### config.mk
export PLATFORM = sky130hd
export DESIGN_NAME = keypad_scanner
export DESIGN_NICKNAME = d
export VERILOG_FILES = /design/src/rtl/keypad_scanner.sv
export SDC_FILE = /design/constraint.sdc
export NUM_CORES = 1
export LEC_CHECK = 0
export ABC_AREA = 1
export ABC_CLOCK_PERIOD_IN_PS = 2500
export BUFFER_PORTS_ARGS = -buffer_cell sky130_fd_sc_hd__buf_2
export CAP_MARGIN = 5
export CORE_ASPECT_RATIO = 0.8
export CORE_MARGIN = 3
export CORE_UTILIZATION = 30
export DETAILED_ROUTE_END_ITERATION = 10
export PLACE_DENSITY_LB_ADDON = 0.08
export SETUP_SLACK_MARGIN = 0.5
export SYNTH_ARGS = -nofsm -noshare
export SYNTH_HDL_FRONTEND = slang
export SYNTH_SLANG_ARGS = --single-unit
### constraint.sdc
create_clock -name clk -period 2.5 [get_ports clk]
set_input_delay 0.25 -clock clk [delete_from_list [all_inputs] [get_ports clk]]
set_output_delay 0.25 -clock clk [all_outputs]
set_load 0.05 [all_outputs]
### src/rtl/keypad_scanner.sv
// keypad_scanner: 4x4 hex keypad column scan, 2-flop row synchronizer, debounce and decode to key/key_valid/key_held.
// Build option KEYPAD_AUTOREPEAT_EN: re-pulse key_valid every REPEAT_DLY cycles while the accepted key stays held.
module keypad_scanner #(
    parameter int SCAN_DIV     = 1000,
    parameter int DEBOUNCE_CNT = 50000,
    parameter int REPEAT_DLY   = 5000000
) (
    input  logic       clk,
    input  logic       reset,
    input  logic [3:0] row,
    output logic [3:0] col,
    output logic [3:0] key,
    output logic       key_valid,
    output logic       key_held
);

    // The dwell must cover the two synchronizer stages before the sample point.
    if (SCAN_DIV < 3 || DEBOUNCE_CNT < 1 || REPEAT_DLY < 1) begin : g_bad_cfg
        $error("keypad_scanner: invalid parameter set");
    end

    localparam int DW = $clog2(SCAN_DIV + 1);
    localparam int CW = $clog2(DEBOUNCE_CNT + 1);
    localparam logic [DW-1:0] DWELL_LAST = DW'(SCAN_DIV - 1);
    localparam logic [CW-1:0] CNT_LAST   = CW'(DEBOUNCE_CNT - 1);

    typedef enum logic [1:0] {SCAN, DEBOUNCE, PRESSED, RELEASE} state_t;

    state_t        state_q;
    logic [3:0]    sync1_q;
    logic [3:0]    rs_q;
    logic [1:0]    cidx_q;
    logic [3:0]    col_q;
    logic [DW-1:0] dwell_q;
    logic [CW-1:0] cnt_q;
    logic [3:0]    rcap_q;
    logic [3:0]    key_q;
    logic          valid_q;
    logic          held_q;
    logic [1:0]    cidx_d;
    logic          single_low_d;

`ifdef KEYPAD_AUTOREPEAT_EN
    localparam int RW = $clog2(REPEAT_DLY + 1);
    localparam logic [RW-1:0] REP_LAST = RW'(REPEAT_DLY - 1);
    logic [RW-1:0] rep_q;
`endif

    function automatic logic [3:0] col_drive(input logic [1:0] c);
        col_drive = ~(4'b0001 << c);
    endfunction

    function automatic logic [3:0] decode(input logic [3:0] rows_n, input logic [1:0] c);
        logic [1:0] r;
        r = 2'd0;
        for (int i = 3; i >= 0; i--) begin
            if (!rows_n[i]) r = 2'(i);
        end
        case ({r, c})
            4'b00_00: decode = 4'h1;
            4'b00_01: decode = 4'h2;
            4'b00_10: decode = 4'h3;
            4'b00_11: decode = 4'hA;
            4'b01_00: decode = 4'h4;
            4'b01_01: decode = 4'h5;
            4'b01_10: decode = 4'h6;
            4'b01_11: decode = 4'hB;
            4'b10_00: decode = 4'h7;
            4'b10_01: decode = 4'h8;
            4'b10_10: decode = 4'h9;
            4'b10_11: decode = 4'hC;
            4'b11_00: decode = 4'h0;
            4'b11_01: decode = 4'hF;
            4'b11_10: decode = 4'hE;
            default:  decode = 4'hD;
        endcase
    endfunction

    assign cidx_d       = cidx_q + 2'd1;
    assign single_low_d = ($countones(~rcap_q) == 1);

    always_ff @(posedge clk or posedge reset) begin
        if (reset) begin
            state_q <= SCAN;
            sync1_q <= 4'hF;
            rs_q    <= 4'hF;
            cidx_q  <= 2'd0;
            col_q   <= 4'b1110;
            dwell_q <= '0;
            cnt_q   <= '0;
            rcap_q  <= 4'hF;
            key_q   <= 4'h0;
            valid_q <= 1'b0;
            held_q  <= 1'b0;
`ifdef KEYPAD_AUTOREPEAT_EN
            rep_q   <= '0;
`endif
        end else begin
            sync1_q <= row;
            rs_q    <= sync1_q;
            valid_q <= 1'b0;
            case (state_q)
                SCAN: begin
                    if (dwell_q == DWELL_LAST) begin
                        dwell_q <= '0;
                        if (rs_q != 4'hF) begin
                            state_q <= DEBOUNCE;
                            rcap_q  <= rs_q;
                            cnt_q   <= '0;
                        end else begin
                            cidx_q <= cidx_d;
                            col_q  <= col_drive(cidx_d);
                        end
                    end else begin
                        dwell_q <= dwell_q + 1'b1;
                    end
                end
                DEBOUNCE: begin
                    if (rs_q != rcap_q) begin
                        state_q <= SCAN;
                        cnt_q   <= '0;
                        cidx_q  <= cidx_d;
                        col_q   <= col_drive(cidx_d);
                    end else if (cnt_q == CNT_LAST) begin
                        cnt_q <= '0;
                        if (single_low_d) begin
                            key_q   <= decode(rcap_q, cidx_q);
                            valid_q <= 1'b1;
                            held_q  <= 1'b1;
                            state_q <= PRESSED;
                        end else begin
                            // Ghosting/multi-key: wait out a full release without reporting.
                            held_q  <= 1'b0;
                            state_q <= RELEASE;
                        end
                    end else begin
                        cnt_q <= cnt_q + 1'b1;
                    end
                end
                PRESSED: begin
                    if (rs_q == 4'hF) begin
                        state_q <= RELEASE;
                        cnt_q   <= '0;
`ifdef KEYPAD_AUTOREPEAT_EN
                        rep_q   <= '0;
                    end else if (rep_q == REP_LAST) begin
                        rep_q   <= '0;
                        valid_q <= 1'b1;
                    end else begin
                        rep_q <= rep_q + 1'b1;
`endif
                    end
                end
                RELEASE: begin
                    if (rs_q != 4'hF) begin
                        cnt_q <= '0;
                    end else if (cnt_q == CNT_LAST) begin
                        state_q <= SCAN;
                        held_q  <= 1'b0;
                        cnt_q   <= '0;
                        cidx_q  <= cidx_d;
                        col_q   <= col_drive(cidx_d);
                    end else begin
                        cnt_q <= cnt_q + 1'b1;
                    end
                end
                default: state_q <= SCAN;
            endcase
        end
    end

    assign col       = col_q;
    assign key       = key_q;
    assign key_valid = valid_q;
    assign key_held  = held_q;

endmodule

* After elaboration in Yosys (flattened, before gate mapping) *
Memories as Yosys holds them, arrays and structs flattened. A register that Yosys moved wholly into a read port is not among the register bits.
Cells that the tools add are included.
W data, S select, Z words.

storage, ports and cells
  input bits = 6
  bits in registers = 48
  output and inout bits = 10
  word-level logic and storage cells = 95
  ROM bits = 64
  memories kept = 1

operators by class
  equality and inequality tests = 19
  muxes and demuxes = 46
  shift-type cells = 1
  $add $sub $neg = 6
  bitwise operators = 3
  reductions and logical operators = 9

memories
  name             depth  bits a word  rd ports  clocked after memory_dff  wr ports  RTL line  source
  (no name shown)  16     4            1         1                         0         59        case ({r, c})

operator list
  cell                     number
  $mux W16                 6
  $pmux W16 S4             1
  $mux W2                  20
  $mux W4                  5
  $ne A2 B2 Y1 const B     9
  $add A16 B1 Y16 const B  1
  $eq A16 B16 Y1 const B   1
  $pmux W4 S3              1
  $reduce_and A6 Y1        2
  $add A10 B1 Y10 const B  1
  $eq A10 B10 Y1 const B   1
  $mux W10                 1
  $mux W1                  9
  $not A4 Y4               2
  $pmux W2 S4              1
  $pmux W2 S3              1
  $reduce_and A3 Y1        2
  $reduce_and A5 Y1        1
  $add A1 B1 Y2            2
  $eq A2 B2 Y1 const B     2
  $eq A4 B4 Y1 const B     1
  $ne A4 B4 Y1             1
  $ne A4 B4 Y1 const B     1
  $reduce_and A4 Y1        1
  11 further kinds         11

* Logic depth before layout (Yosys ltp) *
  depth in word-level cells = 8
  gate-level depth with buffers = 12
  depth with buffers taken out = 11

* Worst setup path after synthesis *
Ideal clock, no wire load.

  path kind = flip-flop to flip-flop
  start point = reg rcap_q[1]
  end point = reg key_q[3] (netlist: key[3])
  data required time = 2.428 ns
  cell stages (with the launch flop) = 12
  library setup time = 0.072 ns
  path slack = 0.457 ns
  period minus slack after synthesis = 2.043 ns
  buffers on the path = 0
  arrival time = 1.971 ns
  path through = dfstp_2 -> fa_1 -> inv_1 -> ha_1 -> ha_1 -> nor2_1 -> nand2_1 -> nor2_1 -> nand2_2 -> inv_1 -> nor2_1 -> nor2_1

between the ends
  longest elaborated chain between the ends = 6
  elaborated cells on any way between the ends = 13
  those cells by class = add/sub (2); eq/ne (2); mux (6); bitwise (2); reduce/logical (1)

ends and longest elaborated chain
  element                                                RTL line  source
  start, declared                                        36        logic [3:0] rcap_q;
  start signal, assigned                                 108       rcap_q <= rs_q;
  branches (longest 6 deep; another with $add A2 B2 Y3)  -
  end, declared                                          37        logic [3:0] key_q;

Parallel ways; which one is timed is not known. The select of a mux whose other input is x is not followed.
A chain may end at the register's enable or synchronous reset.

* Worst setup path in the final report *
  start point = reg rcap_q[3]
  end point = reg key_q[3] (netlist: key[3])

between the ends
  longest elaborated chain between the ends = 8
  elaborated cells on any way between the ends = 15
  those cells by class = add/sub (2); eq/ne (2); mux (8); bitwise (2); reduce/logical (1)

ends and longest elaborated chain
  element               RTL line  source
  $mux W2 (4 in a row)  57        if (!rows_n[i]) r = 2'(i);
  $mux W2               126       if (single_low_d) begin
  $mux W2               124       end else if (cnt_q == CNT_LAST) begin
  $mux W2               119       if (rs_q != rcap_q) begin
  $mux W2               102       case (state_q)

Several ways; a longest one is shown, not always the timed one. The select of a mux whose other input is x is not followed.

==> key figures <==
Outcome
  • Status: finished clean

Pwr
  • Flop pwr share: 51.0%
  • Static Leak: 1.80 nW
  • Pwr per Cell Area: 461 nW/um^2
  • Clock share of power: 46.4%
  • Internal: 1.34 mW
  • Power share of the combinational group: 2.5%
  • Sw frac: 20.6%
  • P_sw: 0.347 mW
  • Worst VDD drop: 0.241 mV

CTS
  • Clock Path Buffers: 2
  • CTS Buf Count: 5
  • TritonCTS clock tree: built
  • Root buffer cell: clkbuf_16
  • H-Tree Depth: 2
  • CTS clk-pin slew, worst paths: 0.07 ns
  • Num Clock Sinks: 52
  • Latest clock arrival within the worst-skew pair: 0.29 ns

Detailed routing
  • Total vias in the final route: 2647
  • Final antenna-violating net count: 0
  • Post-route DRC: 0
  • Routed vias/inst: 4.52
  • Number of DRC markers in iteration 0: 119
  • Detailed Routing Iterations Pass 1: 5
  • Drt total wl: 7.08 mm
  • Routed WL per cell: 12.1 um

Synthesis
  • Library cells used by synthesis: 34
  • Post-Syn Area per Cell: 7.46 um^2
  • Cell taking the most area after synthesis: dfrtp_1
  • Post-synth top area share: 29.3%
  • Largest cells by area after synthesis: dfrtp_1 29%, nand2_1 13%, dfstp_2 12%
  • Synth Warn #: 0
  • Synth Register Bits: 52
  • Synth Instances: 424
  • Synth Net Count: between 400 and 500
  • Sequential fraction of the synthesis area: 41.7%
  • Synth Cell Area: 3160 um^2

Global route
  • Initial antenna violation count: 0
  • GRT Overall Usage: 13.1%
  • Pin count of the biggest net entering global routing: 26
  • First-pass GRT wire length: 12.6 mm
  • Vias in the first global route: 2589
  • Grt total ovfl: 0

Finish
  • Most frequent cells in the layout: 106 x nand2_1, 53 x inv_1, 48 x nand3_1
  • Commonest non-fill, non-tap cell in the layout: nand2_1
  • Filler instances: 1055
  • Sequential cell area: 1320 um^2
  • # diodes: 0
  • Multi-input logic area: 1620 um^2
  • # nets final: 466
  • Syn-to-layout area delta: 15.5%
  • Layout cells sized above 1: 19.6%

Hold path
  • Hold path cells: 1
  • Min-Delay Endpoint: sync1_q[3]
  • Hold wc startpoint: row[3]
  • Worst Hold Class: in2reg

Critical path
  • Reg-to-Reg Start: rcap_q[3]
  • Critical R2R Capture: key[3]
  • CP Class: reg2reg
  • Critical path depth in cells: 10
  • CP Cell Sequence: fa_1, inv_1, ha_2, ha_4, nor2_4, nand2_2, nor2_4, nand2_4, nor2_1, nor2_1
  • Slowest Stage Delay on Critical Path: between 0.5 and 0.6 ns
  • R2R cell count: 10
  • Arr. time, crit path: 2.16 ns
  • Worst reg2reg setup slack: about 0.52 ns
  • Largest delay contributor family on the critical path: adder cells
  • Critical Path Start Type: flip-flop
  • Req. time, crit path: 2.68 ns
  • Crit path capture type: flip-flop
  • Peak fanout along the critical path: 8
  • Slowest cell on the critical path: dfstp_2
  • Bufs and invs on worst path: 1

Placement
  • Placer Congestion: approximately 0.79
  • PortBufs: 15
  • Hpwl dp: 5.30 mm
  • Pre-CTS setup slack: about 0.37 ns

STA
  • Final hold violation count: 0
  • RSZ-0062 raised after global routing: true
  • Slew HR: between 70% and 80%
  • Tmin final: approximately 2.0 ns
  • Slew Viols, Final: 0
  • Tcrit/Tclk final: 79.1%
  • Fin worst setup slack: roughly 0.52 ns
  • Worst-margin pin slew: 0.428 ns
  • Final Skew: 0.00687 ns
  • Final setup vio count: 0
  • Fmax: 506 MHz
  • Total Neg Setup Slack: 0 ns

Floorplanning
  • Die Y: a little under 100 um
  • Number of top-level pins: 16
  • Core area: approximately 10000 um^2
  • FP Rows: 32
  • DIE WIDTH: roughly 120 um
  • Die area: 11800 um^2
  • Starting density of the core: 31.7%

Flow run
  • Max-cap violations: 0
-- area by class of cell --
cell class | count | share of cell area [%]
flip-flops and latches | 52 | 36.2
inverters | 61 | 6.31
clock buffers | 5 | 3.43
multi-input cells | 305 | 44.3
well taps | 136 | 4.66
repair buffers | 24 | 3.98
clock inverters | 3 | 1.13
-- power by group through the flow --
| stage | Combinational, mW | Clock [mW] | Sequential [mW] |
|---|---|---|---|
| 5_1_grt | 0.0505 | 0.860 | 0.861 |
| 3_3_place_gp | 0.0439 | 0 | 0.875 |
| 2_1_floorplan | 0.0264 | 0 | 0.873 |
| 6_report | 0.0429 | 0.782 | 0.859 |
| 4_1_cts | 0.0448 | 0.828 | 0.859 |
| 3_5_place_dp | 0.0436 | 0 | 0.875 |
-- stage by stage --
step	instance area (um^2)	power (mW)	hold slack, ns	std cells	util [%]
CTS	3640	1.73	0.0387	586	36.5
global route	3650	1.77	0.0377	586	36.6
detailed placement	3410	0.918	0.182	574	34.2
finish	3650	1.68	0.0543	586	36.6
floorplan	3160	0.899	0.254	424	-
global placement	3410	0.919	0.179	574	34.2
-- metal layers --
| layer | up-vias | track usage, % | part of all wire, % |
|---|---|---|---|
| met4 | 0 | 3.92 | 1.3 |
| li1 | 1410 | - | - |
| met2 | 28 | 19.3 | 42 |
| met3 | 6 | 2.37 | 2.7 |
| met1 | 1203 | 19.6 | 54 |
| met5 | - | 0 | 0 |
-- Yosys cell counts --
master      n
a21o_1      1
a21oi_1    10
a21oi_4     1
a22o_1      1
a31oi_1     1
buf_2       2
buf_6       1
clkbuf_1    3
clkinv_2    1
dfrtp_1    37
dfstp_2    15
fa_1        1
ha_1       10
inv_1      55
inv_2       5
nand2_1   108
nand2_2    11
nand2_4     1
nand3_1    48
nand3_2     2
nand4_1    16
nor2_1     49
nor2_2      6
nor2_4      2
nor3_1      5
o211ai_1    3
o21a_1      1
o21ai_0    10
o21ai_2     5
o21bai_1    2
o22ai_1     1
o31ai_1     2
xnor2_1     1
xor2_1      7
-- worst reg2reg max path, stage by stage, from the launching register on --
cell and delay (ns):
dfstp_2 0.55, fa_1 0.41, inv_1 0.06, ha_2 0.18, ha_4 0.20, nor2_4 0.08
nand2_2 0.07, nor2_4 0.10, nand2_4 0.08, nor2_1 0.10, nor2_1 0.05
-- timing repair --
item,in CTS,in global routing
hold buffers,1,0
gates resized for setup,7,3
hold endpoints to repair,8,0
pin swaps,3,1
setup endpoints to repair,5,10
buffers inserted,3,0
-- how the worst max path moves through the flow --
| stage | startpoint | to | slack [ns] |
|---|---|---|---|
| after floorplan | rcap_q[1] | key[1] | 0.50 |
| after global placement | rcap_q[1] | key[3] | 0.40 |
| after detailed placement | rcap_q[1] | key[3] | 0.37 |
| after CTS | rcap_q[3] | key[3] | 0.47 |
| after global routing | rcap_q[3] | key[2] | 0.35 |
| final | rcap_q[3] | key[3] | 0.52 |
-- state kept, by name, summed over array words and instances, names as in the netlist, named ones only --
signal / flops
dwell_q: 10
key_valid: 1
state_q: 1
rs_q: 4
key_held: 1
key: 4
sync1_q: 4
rcap_q: 4
cnt_q: 16
col: 4
cidx_q: 2
-- cells by family after synthesis --
kind of cell               Yosys count  share of synthesized area [%]
AOI/OAI and AO/OA                   38                           7.88
DFF                                 52                           41.7
xor gates and xnor gates             8                           2.22
adders and majority gates           11                           4.59
buffers and inverters               67                           8.31
and+or+nand+nor                    248                           35.3
Note: power is estimated with default switching activity, not from simulation.
